$ cat src/rtl/velocity_estimator.sv
// Quadrature encoder decoder with windowed velocity measurement.
// Synchronizes the A/B channels, decodes x4 quadrature into signed steps,
// tracks absolute position and counts steps over fixed windows of
// SAMPLE_PERIOD cycles, emitting a saturated 16-bit velocity per window.
module velocity_estimator #(
  parameter int unsigned SAMPLE_PERIOD = 50000,
  parameter int unsigned ACC_WIDTH     = 24
) (
  input  logic               clk,
  input  logic               reset,
  input  logic               enc_a,
  input  logic               enc_b,
  output logic signed [15:0] raw_signed_velocity,
  output logic               velocity_valid,
  output logic signed [31:0] position,
  output logic               quad_error,
  output logic [7:0]         error_count
);

  localparam logic [23:0] WIN_LAST = 24'(SAMPLE_PERIOD - 1);

  // Synchronizer stages and fill tracker
  logic       a_s1, a_s2, b_s1, b_s2;
  logic [1:0] sync_fill;

  // Decode state
  logic a_prev, b_prev, primed;

  // Combinational decode results
  logic [1:0]        cur_phase, prev_phase, phase_delta;
  logic signed [1:0] step;
  logic              illegal;

  // Window datapath
  logic [23:0]                 win_cnt;
  logic                        terminal;
  logic signed [ACC_WIDTH-1:0] acc;
  logic signed [ACC_WIDTH:0]   acc_sum;
  logic signed [ACC_WIDTH-1:0] acc_next;
  logic [ACC_WIDTH-15:0]       sum_hi;
  logic signed [15:0]          win_sat;
  logic signed [31:0]          step_ext;

  // Two-flop synchronizers; sync_fill marks when the second flop holds a real pin sample
  always_ff @(posedge clk) begin
    if (reset) begin
      a_s1      <= 1'b0;
      a_s2      <= 1'b0;
      b_s1      <= 1'b0;
      b_s2      <= 1'b0;
      sync_fill <= '0;
    end else begin
      a_s1      <= enc_a;
      a_s2      <= a_s1;
      b_s1      <= enc_b;
      b_s2      <= b_s1;
      sync_fill <= {sync_fill[0], 1'b1};
    end
  end

  // Priming waits for the synchronizer to fill so the cleared flops are never
  // mistaken for an encoder state (avoids a false 00->11 error after reset).
  always_ff @(posedge clk) begin
    if (reset) begin
      a_prev <= 1'b0;
      b_prev <= 1'b0;
      primed <= 1'b0;
    end else if (primed || sync_fill[1]) begin
      a_prev <= a_s2;
      b_prev <= b_s2;
      primed <= 1'b1;
    end
  end

  // Gray-to-binary phase difference: +1 forward, -1 reverse, 2 illegal
  always_comb begin
    cur_phase   = {a_s2, a_s2 ^ b_s2};
    prev_phase  = {a_prev, a_prev ^ b_prev};
    phase_delta = cur_phase - prev_phase;
    step        = 2'sb00;
    illegal     = 1'b0;
    if (primed) begin
      case (phase_delta)
        2'd1:    step = 2'sb01;
        2'd3:    step = 2'sb11;
        2'd2:    illegal = 1'b1;
        default: step = 2'sb00;
      endcase
    end
  end

  // Position tracking and illegal-transition bookkeeping
  always_ff @(posedge clk) begin
    if (reset) begin
      position    <= '0;
      quad_error  <= 1'b0;
      error_count <= '0;
    end else begin
      position <= position + step_ext;
      if (illegal) begin
        quad_error <= 1'b1;
        if (error_count != 8'hFF) begin
          error_count <= error_count + 8'd1;
        end
      end
    end
  end

  // Saturating accumulator next value and 16-bit window result
  always_comb begin
    step_ext = {{30{step[1]}}, step};
    terminal = (win_cnt == WIN_LAST);
    acc_sum  = {acc[ACC_WIDTH-1], acc} + {{(ACC_WIDTH - 1){step[1]}}, step};
    if (acc_sum[ACC_WIDTH] != acc_sum[ACC_WIDTH-1]) begin
      acc_next = {acc_sum[ACC_WIDTH], {(ACC_WIDTH - 1){~acc_sum[ACC_WIDTH]}}};
    end else begin
      acc_next = acc_sum[ACC_WIDTH-1:0];
    end
    sum_hi = acc_sum[ACC_WIDTH:15];
    if ((&sum_hi) || !(|sum_hi)) begin
      win_sat = acc_sum[15:0];
    end else if (acc_sum[ACC_WIDTH]) begin
      win_sat = 16'sh8000;
    end else begin
      win_sat = 16'sh7FFF;
    end
  end

  // Window counter, accumulator and velocity strobe; a terminal-cycle step closes into its own window
  always_ff @(posedge clk) begin
    if (reset) begin
      win_cnt             <= '0;
      acc                 <= '0;
      raw_signed_velocity <= '0;
      velocity_valid      <= 1'b0;
    end else begin
      velocity_valid <= terminal;
      if (terminal) begin
        raw_signed_velocity <= win_sat;
        acc                 <= '0;
        win_cnt             <= '0;
      end else begin
        acc     <= acc_next;
        win_cnt <= win_cnt + 24'd1;
      end
    end
  end

endmodule
$ cat config.mk
export PLATFORM = sky130hd
export DESIGN_NAME = velocity_estimator
export DESIGN_NICKNAME = d
export VERILOG_FILES = /design/src/rtl/velocity_estimator.sv
export SDC_FILE = /design/constraint.sdc
export NUM_CORES = 1
export LEC_CHECK = 0
export BUFFER_PORTS_ARGS = -buffer_cell sky130_fd_sc_hd__clkbuf_2
export CORE_ASPECT_RATIO = 1.5
export CORE_UTILIZATION = 39
export CTS_CLUSTER_DIAMETER = 100
export CTS_CLUSTER_SIZE = 30
export DETAILED_ROUTE_END_ITERATION = 8
export GPL_TIMING_DRIVEN = 0
export PLACE_DENSITY_LB_ADDON = 0.05
export SYNTH_ARGS = -nofsm -noshare
export SYNTH_HDL_FRONTEND = slang
export SYNTH_SLANG_ARGS = --single-unit
$ cat constraint.sdc
create_clock -name clk -period 7.6 [get_ports clk]
set_input_delay 1.14 -clock clk [delete_from_list [all_inputs] [get_ports clk]]
set_output_delay 1.14 -clock clk [all_outputs]
set_load 0.1 [all_outputs]
# After elaboration in Yosys (flattened, before gate mapping)
# Cells that the tools add are included.
classes:
  n_addsub: 5
  n_eq_ne: 6
  mux: 8
  bitwise: 3
  n_reduce_logical: 7
op_table:
  columns: ["operator", "count"]
  rows:
  - ["32-bit by 2-bit adder with 32-bit output", 1]
  - ["16-bit 2-to-1 mux", 2]
  - ["24-bit by 2-bit adder with 25-bit output", 1]
  - ["24-bit by 1-bit adder with 24-bit output (second input constant)", 1]
  - ["24-bit by 16-bit == test with 1-bit output (second input constant)", 1]
  - ["24-bit 2-to-1 mux", 1]
  - ["10-bit AND reduction", 1]
  - ["10-bit OR reduction", 1]
  - ["8-bit by 1-bit adder with 8-bit output (second input constant)", 1]
  - ["8-bit != test (second input constant)", 1]
  - ["2-bit == test (second input constant)", 2]
  - ["2-bit one-hot mux with 2 select lines", 1]
  - ["1-bit 2-to-1 mux", 3]
  - ["2-bit by 1-bit == test with 1-bit output (second input constant)", 1]
  - ["1-bit logical OR", 2]
  - ["2-bit 2-to-1 mux", 1]
  - ["2-bit AND reduction", 1]
  - ["2-bit OR reduction", 1]
  - ["2-bit subtractor", 1]
  - ["1-bit XOR", 2]
  - ["1-bit logical NOT", 1]
  - ["1-bit != test", 1]
  - ["1-bit inverter", 1]
word_totals:
  regBits: 115

# Logic depth before layout (Yosys ltp)
logic_depth:
  ltp_word: 10
  ltp_mapped: 24
  ltp_nobuf: 21

# Worst setup path after synthesis
# Ideal clock, no wire load.
synth_timing:
  path_kind: "register to register"
  start: "register a_prev"
  end: "register raw_signed_velocity[10]"
  t_arrival_ns: 5.600
  required_ns: 7.527
  path_slack_ns: 1.927
  path_stages_with_launch: 25
  synth_period_minus_slack_ns: 5.673
  path_cell_list: "dfxtp_1 xor2_1 ha_1 xnor2_1 xnor2_1 and2_1 ha_1 clkbuf_2 a21oi_1 o21ai_1 nor3_2 a21oi_2 o41ai_2 o21bai_1 a21oi_1 xnor2_1 inv_1 ha_1 nor4b_1 and4b_1 mux2_4 or4_4 buf_6 buf_8 o211ai_2"
synth_via:
  elab_chain_len: 10
  word_cells_on_any_way: 13
  cone_classes: "add/sub: 2; eq/ne: 2; mux: 4; bitwise: 1; reduce/logical: 4"
synth_rtl:
  columns: ["element", "line_no", "rtl"]
  rows:
  - ["start, declared", "27", "logic a_prev, b_prev, primed;"]
  - ["start signal, assigned", "69", "a_prev <= a_s2;"]
  - ["1-bit XOR", "78", "prev_phase = {a_prev, a_prev ^ b_prev};"]
  - ["2-bit subtractor (*)", "79", "phase_delta = cur_phase - prev_phase;"]
  - ["2-bit == test / 2-bit by 1-bit == test with 1-bit output (equally long branches)", "83", "case (phase_delta)"]
  - ["2-bit one-hot mux with 2 select lines (*)", "83", null]
  - ["2-bit 2-to-1 mux (*)", "82", "if (primed) begin"]
  - ["24-bit by 2-bit adder with 25-bit output (*)", "113", "acc_sum = {acc[ACC_WIDTH-1], acc} + {{(ACC_WIDTH - 1){step[1]}}, step};"]
  - ["10-bit OR reduction", "120", "if ((&sum_hi) || !(|sum_hi)) begin"]
  - ["1-bit logical NOT", "120", null]
  - ["1-bit logical OR", "120", null]
  - ["16-bit 2-to-1 mux (*)", "120", null]
  - ["end signal, assigned", "139", "raw_signed_velocity <= win_sat;"]
  - ["end, declared", "13", "output logic signed [15:0] raw_signed_velocity,"]
# Every way passes the cells marked *; elsewhere a longest branch is shown, timed or not.
# A chain may end at the register's enable or synchronous reset.

# Final worst setup path
layout_timing:
  start: "register a_prev"
  end: "register acc[0]"
layout_via:
  elab_chain_len: 8
  word_cells_on_any_way: 10
  cone_classes: "add/sub: 2; eq/ne: 3; mux: 3; bitwise: 2"
layout_rtl:
  columns: ["element", "line_no", "rtl"]
  rows:
  - ["1-bit XOR", "78", null]
  - ["2-bit subtractor (*)", "79", null]
  - ["2-bit == test / 2-bit by 1-bit == test with 1-bit output (equally long branches)", "83", null]
  - ["2-bit one-hot mux with 2 select lines (*)", "83", null]
  - ["2-bit 2-to-1 mux (*)", "82", null]
  - ["24-bit by 2-bit adder with 25-bit output (*)", "113", null]
  - ["1-bit != test / 1-bit inverter (equally long branches)", "114, 115", null]
  - ["24-bit 2-to-1 mux (*)", "114", "if (acc_sum[ACC_WIDTH] != acc_sum[ACC_WIDTH-1]) begin"]
  - ["end signal, assigned", "143", "acc <= acc_next;"]
  - ["end, declared", "37", "logic signed [ACC_WIDTH-1:0] acc;"]
# Marks and branches as above.

==> key figures <==
Outcome
  – Status: completed

Floorplanning
  – Total die area: 0.0181 mm²
  – # rows: 59
  – Core footprint: 0.0173 mm²
  – Die W: 110 µm
  – IO Pins: 62
  – Initial Util: 0.397
  – Die Ht: 164 µm

CTS
  – Postcts setup bufs: 0
  – Buffer levels on the longest clock path: 2
  – H-Tree Depth: 4
  – Insertion delay to the later sink of the worst-skew pair: 0.41 ns
  – CTS tree: yes
  – Root Buffer: clkbuf_16
  – CTS Sinks: 115
  – Register clock-pin slew on the reported worst setup and hold paths: 0.05 ns
  – TritonCTS Buffers: 17
  – CTS-repair resized insts: 0
  – Hold buffers post-CTS: 0

Global route
  – Initial antenna violation count: 0
  – Vias in the first global route: 6107
  – Gr ovfl total: 0
  – Met1 Use GR: 0.207
  – Most Used Layer, Global Route: met2
  – Grt met3 use: 0.0444
  – Total GRT Usage: 0.204
  – Largest net degree at the start of global routing: 32
  – First-pass GRT wire length: 28600 µm
  – Met2 Track Usage GR: 0.391

Setup path
  – Kind of critical path: reg2reg
  – Reg2reg setup slack: 1.65 ns
  – Critical path capture point type: register
  – Startpoint types: register
  – CP max FO: 31
  – Crit path DAT: 6.27 ns
  – Critical Path RT: 7.92 ns

Placement
  – GPL Wtd Cong: 0.838
  – Placed instance area: 0.00744 mm²
  – Post-placement setup slack: 1.59 ns
  – IO Port Bufs: 61
  – HPWL after DPL: 13400 µm

Timing
  – Final setup viols: 0
  – Worst hold slack: 0.435 ns
  – Fin crit period: 5.95 ns
  – Setup TNS: 0 ns
  – RSZ-0062 raised after global routing: false
  – Clock Skew: 0.00962 ns
  – Tcrit/Tclk final: 0.782
  – Max transition margin: 0.483
  – Fmax: 168 MHz
  – Final worst setup slack: 1.65 ns
  – Worst slew pin tran: 0.769 ns
  – Final hold vios: 0
  – Pins Over Slew Limit: 0

Detailed routing
  – Starting DRT DRC Count: 220
  – Remaining antenna violation count: 0
  – Drt drc: 0
  – Avg WL per Cell: 15.5 µm
  – Drt pass-1 iters: 4
  – Via count: 6015
  – Drt via density: 5.41
  – Final WL: 17300 µm

Synth
  – Ys flop type: dfxtp_1
  – Mapped Area: 0.00685 mm²
  – Post-Syn Nets: 870
  – Library cells used by synthesis: 72
  – Asr flop ratio synth: 0
  – Syn Area/Cell: 8.52 µm²
  – Post-Synthesis Cells: 804
  – Seq/Total Area, Yosys: 0.336
  – Post-synth EDFFs: 0
  – Yosys warns: 0
  – Synth Register Bits: 115

Cells and area
  – # fillers: 1739
  – N_diodes: 0
  – Post-Route Utilization: 0.467
  – Area Overhead vs Synth: 17.7%
  – Design Area, Final: 0.00806 mm²
  – Final #Nets: 951
  – Share of cells above drive strength 1: 0.153

Flow run
  – Max Cap Viol: 0

Power
  – Static Leak: 3.62 nW
  – Worst vdd ir: 0.000118 V
  – PwrDens: 207 mW/mm²

Hold path
  – Hold Path Class: reg2reg
==> placed cells by master (no fill, tap or decap), types with 20 or more instances in the layout <==
cell type    n
clkbuf_1    21
nor2_1      82
o21ai_0     32
a21o_1      20
xnor2_1     30
inv_1       21
nand3_1     22
a21oi_1     73
clkbuf_2    62
dfxtp_1    115
xor2_1      36
nand2_1     77
ha_1        60
==> cell type report <==
class / count / area [µm²] / share of cell area
Tap cell: 213 / 267 / 0.0331
Timing Repair Buffer: 62 / 325 / 0.0403
Sequential cell: 115 / 2300 / 0.286
Multi-Input combinational cell: 641 / 4340 / 0.538
Clock buffer: 21 / 460 / 0.0571
Clock inverter: 11 / 158 / 0.0196
Inverter: 21 / 78.8 / 0.00978
Buffer: 27 / 134 / 0.0166
==> logic make-up (layout without fill, tap and decap cells) <==
| family | after synthesis | count (layout) | synth area share |
|---|---|---|---|
| adder cells (fa/ha/maj) | 62 | 62 | 0.115 |
| XOR/XNOR | 66 | 66 | 0.0844 |
| flip-flops | 115 | 115 | 0.336 |
| AO/OA/AOI/OAI | 200 | 200 | 0.199 |
| AND/OR/NAND/NOR | 310 | 310 | 0.228 |
| buffers and inverters | 48 | 142 | 0.0310 |
| multiplexers | 3 | 3 | 0.00530 |
==> path summary, 6_finish.rpt <==
kind / from / endpoint / cells after the start
hold / removal: b_s1$_SDFF_PP0_ / b_s2$_SDFF_PP0_ / 1
hold reg to reg: b_s1$_SDFF_PP0_ / b_s2$_SDFF_PP0_ / 1
setup / recovery: a_prev$_SDFFE_PP0P_ / acc[0]$_SDFF_PP0_ / 20
setup reg to reg: a_prev$_SDFFE_PP0P_ / acc[0]$_SDFF_PP0_ / 20
==> Yosys cell counts, types with 6 or more instances <==
cell type | n | area share
a21o_1 | 20 | 0.022
a21oi_1 | 73 | 0.053
and2_1 | 6 | 0.0055
and3_1 | 18 | 0.016
clkbuf_1 | 19 | 0.010
dfxtp_1 | 115 | 0.34
ha_1 | 60 | 0.11
inv_1 | 21 | 0.012
nand2_1 | 77 | 0.042
nand2b_1 | 19 | 0.017
nand3_1 | 22 | 0.016
nand4_1 | 16 | 0.015
nor2_1 | 82 | 0.045
nor2b_1 | 13 | 0.012
nor3_1 | 15 | 0.011
o211ai_2 | 8 | 0.015
o21a_1 | 6 | 0.0066
o21ai_0 | 32 | 0.023
or3_1 | 10 | 0.0091
xnor2_1 | 30 | 0.038
xor2_1 | 36 | 0.046
==> critical path, stage by stage (launching register included) <==
cell and delay, ns:
dfxtp_1 0.38, xor2_1 0.16, ha_1 0.26, nor2b_1 0.25, and2_2 0.63, buf_12 0.29
ha_1 0.14, buf_2 0.18, nand2_1 0.11, nor4_1 0.64, a21bo_1 0.32, a311oi_2 0.29
nand2_1 0.12, a21oi_2 0.28, inv_1 0.13, ha_1 0.36, inv_1 0.16, clkbuf_1 0.45
clkbuf_1 0.43, nand2_1 0.10, a21oi_1 0.17
==> layer usage <==
metal	part of all wire	wire, µm
met5	0	0
met4	0.023	404
met3	0.033	572
met2	0.55	9430
met1	0.40	6870
==> metrics by stage <==
step | total power [mW] | instances
after floorplan | 0.796 | 804
after CTS | 1.69 | 1111
final | 1.67 | 1111
after global placement | 0.833 | 1078
after global routing | 1.73 | 1111
after detailed placement | 0.837 | 1079
==> report_power, final <==
group          total (mW)  internal [mW]  switching [mW]
sequential          0.634          0.624          0.0101
combinational       0.190         0.0555           0.134
clock               0.844          0.562           0.282
==> state kept, by name, summed over array words and instances, names as in the netlist <==
| register | count |
|---|---|
| a_s2 | 1 |
| b_s2 | 1 |
| position | 32 |
| a_prev | 1 |
| b_s1 | 1 |
| acc | 24 |
| error_count | 8 |
| raw_signed_velocity | 16 |
| quad_error | 1 |
| b_prev | 1 |
| primed | 1 |
| a_s1 | 1 |
| sync_fill | 2 |
| velocity_valid | 1 |
| win_cnt | 24 |
Power figures use the tool's default switching activity.
